--- src/rtl/multi_port_fifo.sv ---
// Superscalar FIFO: up to N_ENQ writes and N_DEQ reads per clock through
// per-lane ready/valid handshakes with prefix (leading-lane) semantics.
// All outputs derive from registered state only; flush empties in one cycle.
module multi_port_fifo #(
   parameter int N_ENTRIES   = 8,
   parameter int ENTRY_WIDTH = 32,
   parameter int N_ENQ       = 2,
   parameter int N_DEQ       = 2,
   parameter int AF_THRESH   = N_ENTRIES - N_ENQ
) (
   input  logic                                clk,
   input  logic                                rst_aL,
   input  logic                                flush,
   output logic [N_ENQ-1:0]                    enq_ready,
   input  logic [N_ENQ-1:0]                    enq_valid,
   input  logic [N_ENQ*ENTRY_WIDTH-1:0]        enq_data,
   input  logic [N_DEQ-1:0]                    deq_ready,
   output logic [N_DEQ-1:0]                    deq_valid,
   output logic [N_DEQ*ENTRY_WIDTH-1:0]        deq_data,
   output logic [$clog2(N_ENTRIES):0]          count,
   output logic                                almost_full
);

   localparam int PTR_WIDTH = $clog2(N_ENTRIES);
   localparam int CTR_WIDTH = PTR_WIDTH + 1;
   localparam logic [CTR_WIDTH-1:0] DEPTH = CTR_WIDTH'(N_ENTRIES);

   // Counters carry one extra wrap bit so full and empty are distinguishable.
   logic [CTR_WIDTH-1:0]   enq_ctr;
   logic [CTR_WIDTH-1:0]   deq_ctr;
   logic [PTR_WIDTH-1:0]   enq_ptr;
   logic [PTR_WIDTH-1:0]   deq_ptr;
   logic [CTR_WIDTH-1:0]   free_slots;
   logic [CTR_WIDTH-1:0]   n_enq;
   logic [CTR_WIDTH-1:0]   n_deq;
   logic                   enq_stop;
   logic                   deq_stop;
   logic [ENTRY_WIDTH-1:0] mem [N_ENTRIES];

   assign enq_ptr    = enq_ctr[PTR_WIDTH-1:0];
   assign deq_ptr    = deq_ctr[PTR_WIDTH-1:0];
   assign count      = enq_ctr - deq_ctr;
   assign free_slots = DEPTH - count;
   assign almost_full = ({{(32-CTR_WIDTH){1'b0}}, count} >= 32'(AF_THRESH));

   // Per-lane status from registered occupancy only (no same-cycle bypass).
   always_comb begin
      enq_ready = '0;
      deq_valid = '0;
      for (int i = 0; i < N_ENQ; i++)
         enq_ready[i] = (free_slots > CTR_WIDTH'(i));
      for (int j = 0; j < N_DEQ; j++)
         deq_valid[j] = (count > CTR_WIDTH'(j));
   end

   // Read lanes present consecutive entries starting at the head, wrapping.
   always_comb begin
      deq_data = '0;
      for (int j = 0; j < N_DEQ; j++)
         deq_data[j*ENTRY_WIDTH +: ENTRY_WIDTH] = mem[deq_ptr + PTR_WIDTH'(j)];
   end

   // Accepted enqueue count: leading lanes with a completed handshake.
   always_comb begin
      n_enq    = '0;
      enq_stop = 1'b0;
      for (int i = 0; i < N_ENQ; i++) begin
         if (!enq_stop && enq_valid[i] && enq_ready[i])
            n_enq = n_enq + CTR_WIDTH'(1);
         else
            enq_stop = 1'b1;
      end
   end

   // Accepted dequeue count: leading lanes with a completed handshake.
   always_comb begin
      n_deq    = '0;
      deq_stop = 1'b0;
      for (int j = 0; j < N_DEQ; j++) begin
         if (!deq_stop && deq_valid[j] && deq_ready[j])
            n_deq = n_deq + CTR_WIDTH'(1);
         else
            deq_stop = 1'b1;
      end
   end

   // Counter update; flush overrides any handshakes in the same cycle.
   always_ff @(posedge clk or negedge rst_aL) begin
      if (!rst_aL) begin
         enq_ctr <= '0;
         deq_ctr <= '0;
      end else if (flush) begin
         enq_ctr <= '0;
         deq_ctr <= '0;
      end else begin
         enq_ctr <= enq_ctr + n_enq;
         deq_ctr <= deq_ctr + n_deq;
      end
   end

   // Storage write for accepted lanes; flush leaves contents untouched.
   always_ff @(posedge clk or negedge rst_aL) begin
      if (!rst_aL) begin
         for (int k = 0; k < N_ENTRIES; k++)
            mem[k] <= '0;
      end else if (!flush) begin
         for (int i = 0; i < N_ENQ; i++)
            if (CTR_WIDTH'(i) < n_enq)
               mem[enq_ptr + PTR_WIDTH'(i)] <= enq_data[i*ENTRY_WIDTH +: ENTRY_WIDTH];
      end
   end

endmodule

--- config.mk ---
export PLATFORM = sky130hd
export DESIGN_NAME = multi_port_fifo
export DESIGN_NICKNAME = d
export VERILOG_FILES = /design/src/rtl/multi_port_fifo.sv
export SDC_FILE = /design/constraint.sdc
export NUM_CORES = 1
export LEC_CHECK = 0
export ABC_AREA = 1
export ABC_CLOCK_PERIOD_IN_PS = 6800
export BUFFER_PORTS_ARGS = -buffer_cell sky130_fd_sc_hd__buf_2
export CORE_MARGIN = 5
export CORE_UTILIZATION = 50
export DETAILED_ROUTE_END_ITERATION = 16
export PLACE_DENSITY = 0.71
export SYNTH_ARGS = -nofsm -noshare
export SYNTH_HDL_FRONTEND = slang
export SYNTH_SLANG_ARGS = --single-unit
--- constraint.sdc ---
create_clock -name clk -period 6.8 [get_ports clk]
set_input_delay 0 -clock clk [delete_from_list [all_inputs] [get_ports clk]]
set_output_delay 0 -clock clk [all_outputs]
set_load 0.005 [all_outputs]
==> flow_summary.yaml, run 1 <==
floorplan:
  core-area_sq_mm: 0.04001
  die_y_um: 211.7
  initial_core_util_pct: 50.85
  num_rows: 73
  ios: 144
  die_w_um: 211.7
  dieArea_sq_mm: 0.04482
run_status:
  status: "completed"
worst_setup_path:
  critPathMaxFanout: 69
  path_class: "reg -> reg"
  crit_path_max_incr_delay_ps: 1090
  path_common_cell: "nand2_1"
  cp_data_arrival_time_ps: 6220
  crit_path_top_delay_cell: "inv_2"
  start_kind: "flop"
  worstPathRequired_ps: 7250
  crit_chain: "ha_1, inv_1, fa_1, or2_2, nor2_1, nand3_1, nand2_1, nor2_1, ha_1, inv_1, nor2_2, nand3_2, inv_2, nand2_1, nand3_1, dlygate4sd3_1, nand2_1"
  cp-end-kind: "flop"
clocking:
  cts_inserted_buffers: 35
  tritoncts: "yes"
  cts-hold-fix-buffers: 97
  worstSkewPairLatency_ps: 550
  clock-sinks: 264
  post-cts-setup-buffers: 0
  root_buffer: "clkbuf_16"
  clk_pin_slew_ps: 60
  cts-resized-gates: 0
  cts_buffer_depth: 3
  htree_levels: 2
placement:
  hpwl_um: 44690
  placedCellCount: 3833
  port-buffer-count: 143
  place_congestion: 0.8560
synth:
  synth_edf_count: 0
  synthFlopType: "dfrtp_1"
  ys_warn_count: 0
  ys_top_cells_by_area: "dfrtp_1 32%, nand2_1 27%, nand3_1 14%"
  synth_top_area_cell: "dfrtp_1"
  syn_nets: 3501
  synth_area_sq_mm: 0.02034
  async_flop_share_pct: 100.0
  synth.distinct_cells: 25
  avgSynthCellArea_sq_um: 5.957
  synth_seq_area_share_pct: 32.48
  synth_cells: 3415
  yosys.area.top_type_share_pct: 32.48
  synth-seq-cells: 264
timing:
  final_hold_viol_count: 0
  fmax_mhz: 173.3
  final.min_clock_period_ps: 5769
  clock_skew_ps: 11.91
  max_slew_margin_pct: 16.62
  worst-slew-pin-transition_ps: 1249
  fin_crit_sh_pct: 84.84
  finalMaxSlewViolations: 0
  fin_tns_setup_ps: 0
  rsz0062_at_grt: "no"
  setup_viol: 0
grt:
  grt.total_usage_pct: 34.80
  grt_pass1_wl_um: 125000
  grt_overflow: 0
  grt_max_degree: 222
  antenna_found_initial: 1
  grt_pass1_vias: 22758
power_and_ir_drop:
  vdd_drop_max_uv: 351.6
  p_per_area_mw_per_mm2: 446.9
  p_leak_nw: 11.72
drt:
  dr_total_vias: 24007
  wl_per_cell_um: 20.18
  avgViaCountPerCell: 6.012
  drtIter0Drc: 3098
  antenna_left: 0
  first_pass_iters: 6
  wirelength_um: 80590
  drc: 0
final_layout:
  final_common_cell: "nand2_1"
  instances_no_fill: 3993
  nets: 3528
  area_growth_pct: 13.45
  drive_above_1_share_pct: 7.930
  final_cell_mix: "1483 x nand2_1, 551 x nand3_1, 279 x o21ai_0"
  diodes: 0
job:
  drv_cap: 0
hold_path:
  holdCritPathClass: "in -> reg"
-- per-layer routing --
layer | global-route usage (%) | wire length [um] | vias up
met5 | 0 | 13 | -
met1 | 48.18 | 32030 | 11187
met4 | 14.44 | 3337 | 2
met3 | 7.024 | 9762 | 255
li1 | - | - | 11035
met2 | 53.42 | 35450 | 1528
-- critical path: cells and delay by family (launching register included) --
| kind | cells | cell delay [ps] |
|---|---|---|
| and+or+nand+nor | 10 | 1930 |
| buffers and inverters | 4 | 1830 |
| adders and majority gates | 3 | 1020 |
| DFF | 1 | 850 |
-- synthesized netlist by cell type (all sizes together), types with 3 or more instances --
library cell  instances
a21oi               164
buf                 127
clkbuf              156
dfrtp               264
fa                    3
ha                   12
inv                 202
nand2              1486
nand3               559
nor2                 83
o211ai               32
o21a                 32
o21ai               291
-- report_power, final --
part	internal [W]	total, W	switching, W	leakage (nW)
Sequential	0.00217	0.00282	0.000647	3.52
Combinational	0.00202	0.00542	0.00340	7.57
Clock	0.00130	0.00208	0.000781	0.637
Total	0.00549	0.0103	0.00482	11.7
-- kinds of logic after synthesis --
group | after synthesis | synth area share (%)
AND/OR/NAND/NOR | 2130 | 43.02
AO/OA/AOI/OAI | 519 | 13.56
buffers and inverters | 485 | 9.792
flip-flops | 264 | 32.48
adder cells (fa/ha/maj) | 15 | 1.033
XOR/XNOR | 2 | 0.1230
-- final cells by class --
class                           count  area, sq um
Timing Repair Buffer              273         1978
Inverter                          202        770.7
Sequential cell                   264         6615
Tap cell                          525        656.9
Clock buffer                       51         1089
Fill cell                        3800        16930
Multi-Input combinational cell   2666        11780
Clock inverter                     12        185.2
-- path summary, 6_finish.rpt --
path,cells past startpoint,to,slack [ps],startpoint
setup / recovery,17,mem[222],1030,deq_ctr[0]
hold / removal,7,deq_ctr[0],20,deq_ready[0]
setup reg to reg,17,mem[222],1030,deq_ctr[0]
hold reg to reg,2,mem[98],500,mem[98]
max in group asynchronous,3,mem[154],5420,rst_aL
min in group asynchronous,2,mem[135],70,rst_aL
-- sequential cells by signal, summed over array words and instances, names as in the netlist --
signal,count
deq_ctr,4
mem,256
enq_ctr,4
-- metrics by stage --
step / worst slack (ps) / cell area [sq um] / util [%] / hold WS (ps) / power (W)
floorplan: 3474 / 20340 / - / -295.6 / 0.006264
global placement: 1844 / 20830 / 52.07 / 77.39 / 0.007797
detailed placement: 1637 / 20830 / 52.07 / 76.15 / 0.008011
CTS: 1162 / 23080 / 57.68 / 6.849 / 0.01021
global route: 797.7 / 23080 / 57.68 / 85.84 / 0.01109
finish: 1031 / 23080 / 57.68 / 18.02 / 0.01031
Power figures use the tool's default switching activity.
==> run 2: changes to the inputs <==
- ABC_AREA: 1 -> 0
- ABC_CLOCK_PERIOD_IN_PS: 6800 -> 5050
- PLACE_DENSITY: 0.71 -> 0.75
- clock period: 6.8 -> 5.05 ns (I/O delays scaled with it)
==> run 2 against run 1 <==
  * Register-to-register slack worse by 790 ps
  * Core utilization increased by 1.8 points
  * Area after synthesis down 21%
  * Global-route usage decreased by 4.5 points
  * Via count fell by 41%
  * Worst hold slack better by 27 ps
  * Maximum frequency rose by 20%
  * Synthesized cell count fell by 58%
  * Die area is 20% lower
  * Clock power rose by 7%
  * Critical path depth shrank 2
  * Clock-buffer cell count fell by 12
  * Highest routed layer unchanged
==> flow_summary.yaml, run 2 <==
synth:
  synthTopCellsByCount: "264 x dfrtp_1, 231 x nand2_1, 137 x clkbuf_1"
  ys_warn_count: 0
  syn_nets: 1506
  synth_seq_area_share_pct: 41.07
  yosys.area.top_type_share_pct: 41.07
  yosysMostFrequentCell: "dfrtp_1"
  avgSynthCellArea_sq_um: 11.33
  synth.distinct_cells: 41
  ys_top_cells_by_area: "dfrtp_1 41%, mux4_2 18%, o2bb2ai_1 7.0%"
  synth-seq-cells: 264
  synth_top_area_cell: "dfrtp_1"
  synthFlopType: "dfrtp_1"
  synth_cells: 1420
  async_flop_share_pct: 100.0
  synth_area_sq_mm: 0.01608
  synth_edf_count: 0
clocking:
  post-cts-setup-buffers: 0
  cts_buffer_depth: 3
  worstSkewPairLatency_ps: 550
  htree_levels: 1
  tritoncts: "yes"
  root_buffer: "clkbuf_16"
  clock-sinks: 264
  clk_pin_slew_ps: 60
  cts_inserted_buffers: 29
final_layout:
  drive_above_1_share_pct: 27.27
  final_common_cell: "dfrtp_1"
  final_cell_mix: "262 x dfrtp_1, 231 x nand2_1, 141 x buf_2"
  regMostFlops: "mem"
  nets: 1609
  utilization_pct: 59.47
  biggestRegsByFlops: "mem x256, deq_ctr x4, enq_ctr x4"
  area_growth_pct: 16.97
  nFillCells: 2468
  largest_reg_flops: 256
timing:
  max_slew_margin_pct: 22.69
  final.min_clock_period_ps: 4813
  rsz0062_at_grt: "no"
  finalMaxSlewViolations: 0
  clock_skew_ps: 14.93
  fin_tns_setup_ps: 0
  worst-slew-pin-transition_ps: 1157
  fmax_mhz: 207.8
  final_hold_viol_count: 0
  fin_crit_sh_pct: 95.31
  setup_viol: 0
placement:
  hpwl_um: 32380
  port-buffer-count: 143
  place_congestion: 0.8550
floorplan:
  num_rows: 65
  die_w_um: 189.4
  ios: 144
  core-area_sq_mm: 0.03164
  die_y_um: 189.4
  dieArea_sq_mm: 0.03586
  initial_core_util_pct: 50.84
grt:
  grt_max_degree: 151
  antenna_found_initial: 3
  grt_overflow: 0
  grt_pass1_wl_um: 86250
  grt.total_usage_pct: 30.26
  grt_pass1_vias: 14568
drt:
  avgViaCountPerCell: 7.269
  drtIter0Drc: 1779
  dr_total_vias: 14160
  antenna_left: 0
  wirelength_um: 55310
  wl_per_cell_um: 28.39
  first_pass_iters: 5
  drc: 0
worst_setup_path:
  cp-end-kind: "flop"
  path_class: "reg -> reg"
  start_kind: "flop"
  cp_data_arrival_time_ps: 5300
  critPathMaxFanout: 22
  worstPathRequired_ps: 5540
  r2r_slack_ps: 240
run_status:
  status: "completed"
job:
  drv_cap: 0
hold_path:
  holdCritPathClass: "in -> async"
power_and_ir_drop:
  p_leak_nw: 8.061
  vdd_drop_max_uv: 386.9
  p_per_area_mw_per_mm2: 648.1
-- run 2: path summary, 6_finish.rpt --
kind                              start          to  cells past startpoint
setup / recovery             enq_ctr[0]     mem[93]                     15
hold / removal                   rst_aL  deq_ctr[1]                      2
setup reg to reg             enq_ctr[0]     mem[93]                     15
hold reg to reg                mem[165]    mem[165]                      1
max in group asynchronous        rst_aL     mem[99]                      3
min in group clk           enq_valid[0]  enq_ctr[0]                      5
-- run 2: kinds of logic (layout without fill, tap and decap cells) --
kind of cell / count (synthesis) / count (layout) / synth area share [%]
AO/OA/AOI/OAI: 397 / 397 / 20.93
AND/OR/NAND/NOR: 378 / 378 / 10.93
flip-flops: 264 / 264 / 41.07
buffers and inverters: 193 / 317 / 4.815
multiplexers: 163 / 163 / 20.36
adder cells (fa/ha/maj): 15 / 15 / 1.307
XOR/XNOR: 10 / 10 / 0.5912
other: 0 / 2 / 0
-- run 2: critical path, cell delays in order, from the launching register on --
cell and delay (ps):
dfrtp_1 580, inv_1 180, ha_1 150, inv_1 60, fa_1 370, xor2_1 350
nor3_2 130, nor2_1 150, mux2i_1 100, ha_1 350, nand2b_1 350, nor3_2 740
buf_4 490, nand2_1 100, nand2_1 70, dlygate4sd3_1 550
-- run 2: metal layers --
layer / share of wire (%) / up-vias / track usage [%]
met5: 0.024 / - / 0
met4: 3.9 / 2 / 12.38
met3: 12 / 165 / 8.112
met2: 46 / 1048 / 46.25
met1: 38 / 7151 / 41.45
li1: - / 5794 / -
-- run 2: layout make-up --
cell class	count	area, sq um	share of cell area, %
diodes	2	5.005	0.02660
repair buffers	254	1804	9.590
clock buffers	39	813.3	4.323
inverters	11	41.29	0.2195
well taps	402	503.0	2.673
multi-input cells	963	8865	47.12
flip-flops and latches	264	6614	35.15
clock inverters	13	168.9	0.8978
-- run 2: timing repair --
action                     in CTS  in global routing
gates resized for setup         0                  2
hold endpoints to repair      370                  0
hold buffers                   67                  0
setup endpoints to repair       0                  1
-- run 2: where the power goes --
part           leakage, nW  internal (W)  switching, W  total (W)
clock network        0.491       0.00133      0.000896    0.00222
registers             3.45       0.00301      0.000764    0.00377
logic                 4.12       0.00324       0.00296    0.00620
total                 8.06       0.00757       0.00462     0.0122
-- run 2: stage by stage --
step | setup WS, ps | cell area, sq um | hold WS [ps] | power [W] | std cells
2_1_floorplan | 976.5 | 16080 | -295.6 | 0.007750 | 1420
5_1_grt | 65.70 | 18810 | 76.26 | 0.01287 | 1948
3_5_place_dp | 421.3 | 17150 | 138.6 | 0.009848 | 1827
6_report | 236.6 | 18810 | 45.24 | 0.01219 | 1948
4_1_cts | 98.53 | 18800 | 46.50 | 0.01213 | 1946
3_3_place_gp | 596.5 | 17150 | 139.6 | 0.009638 | 1827
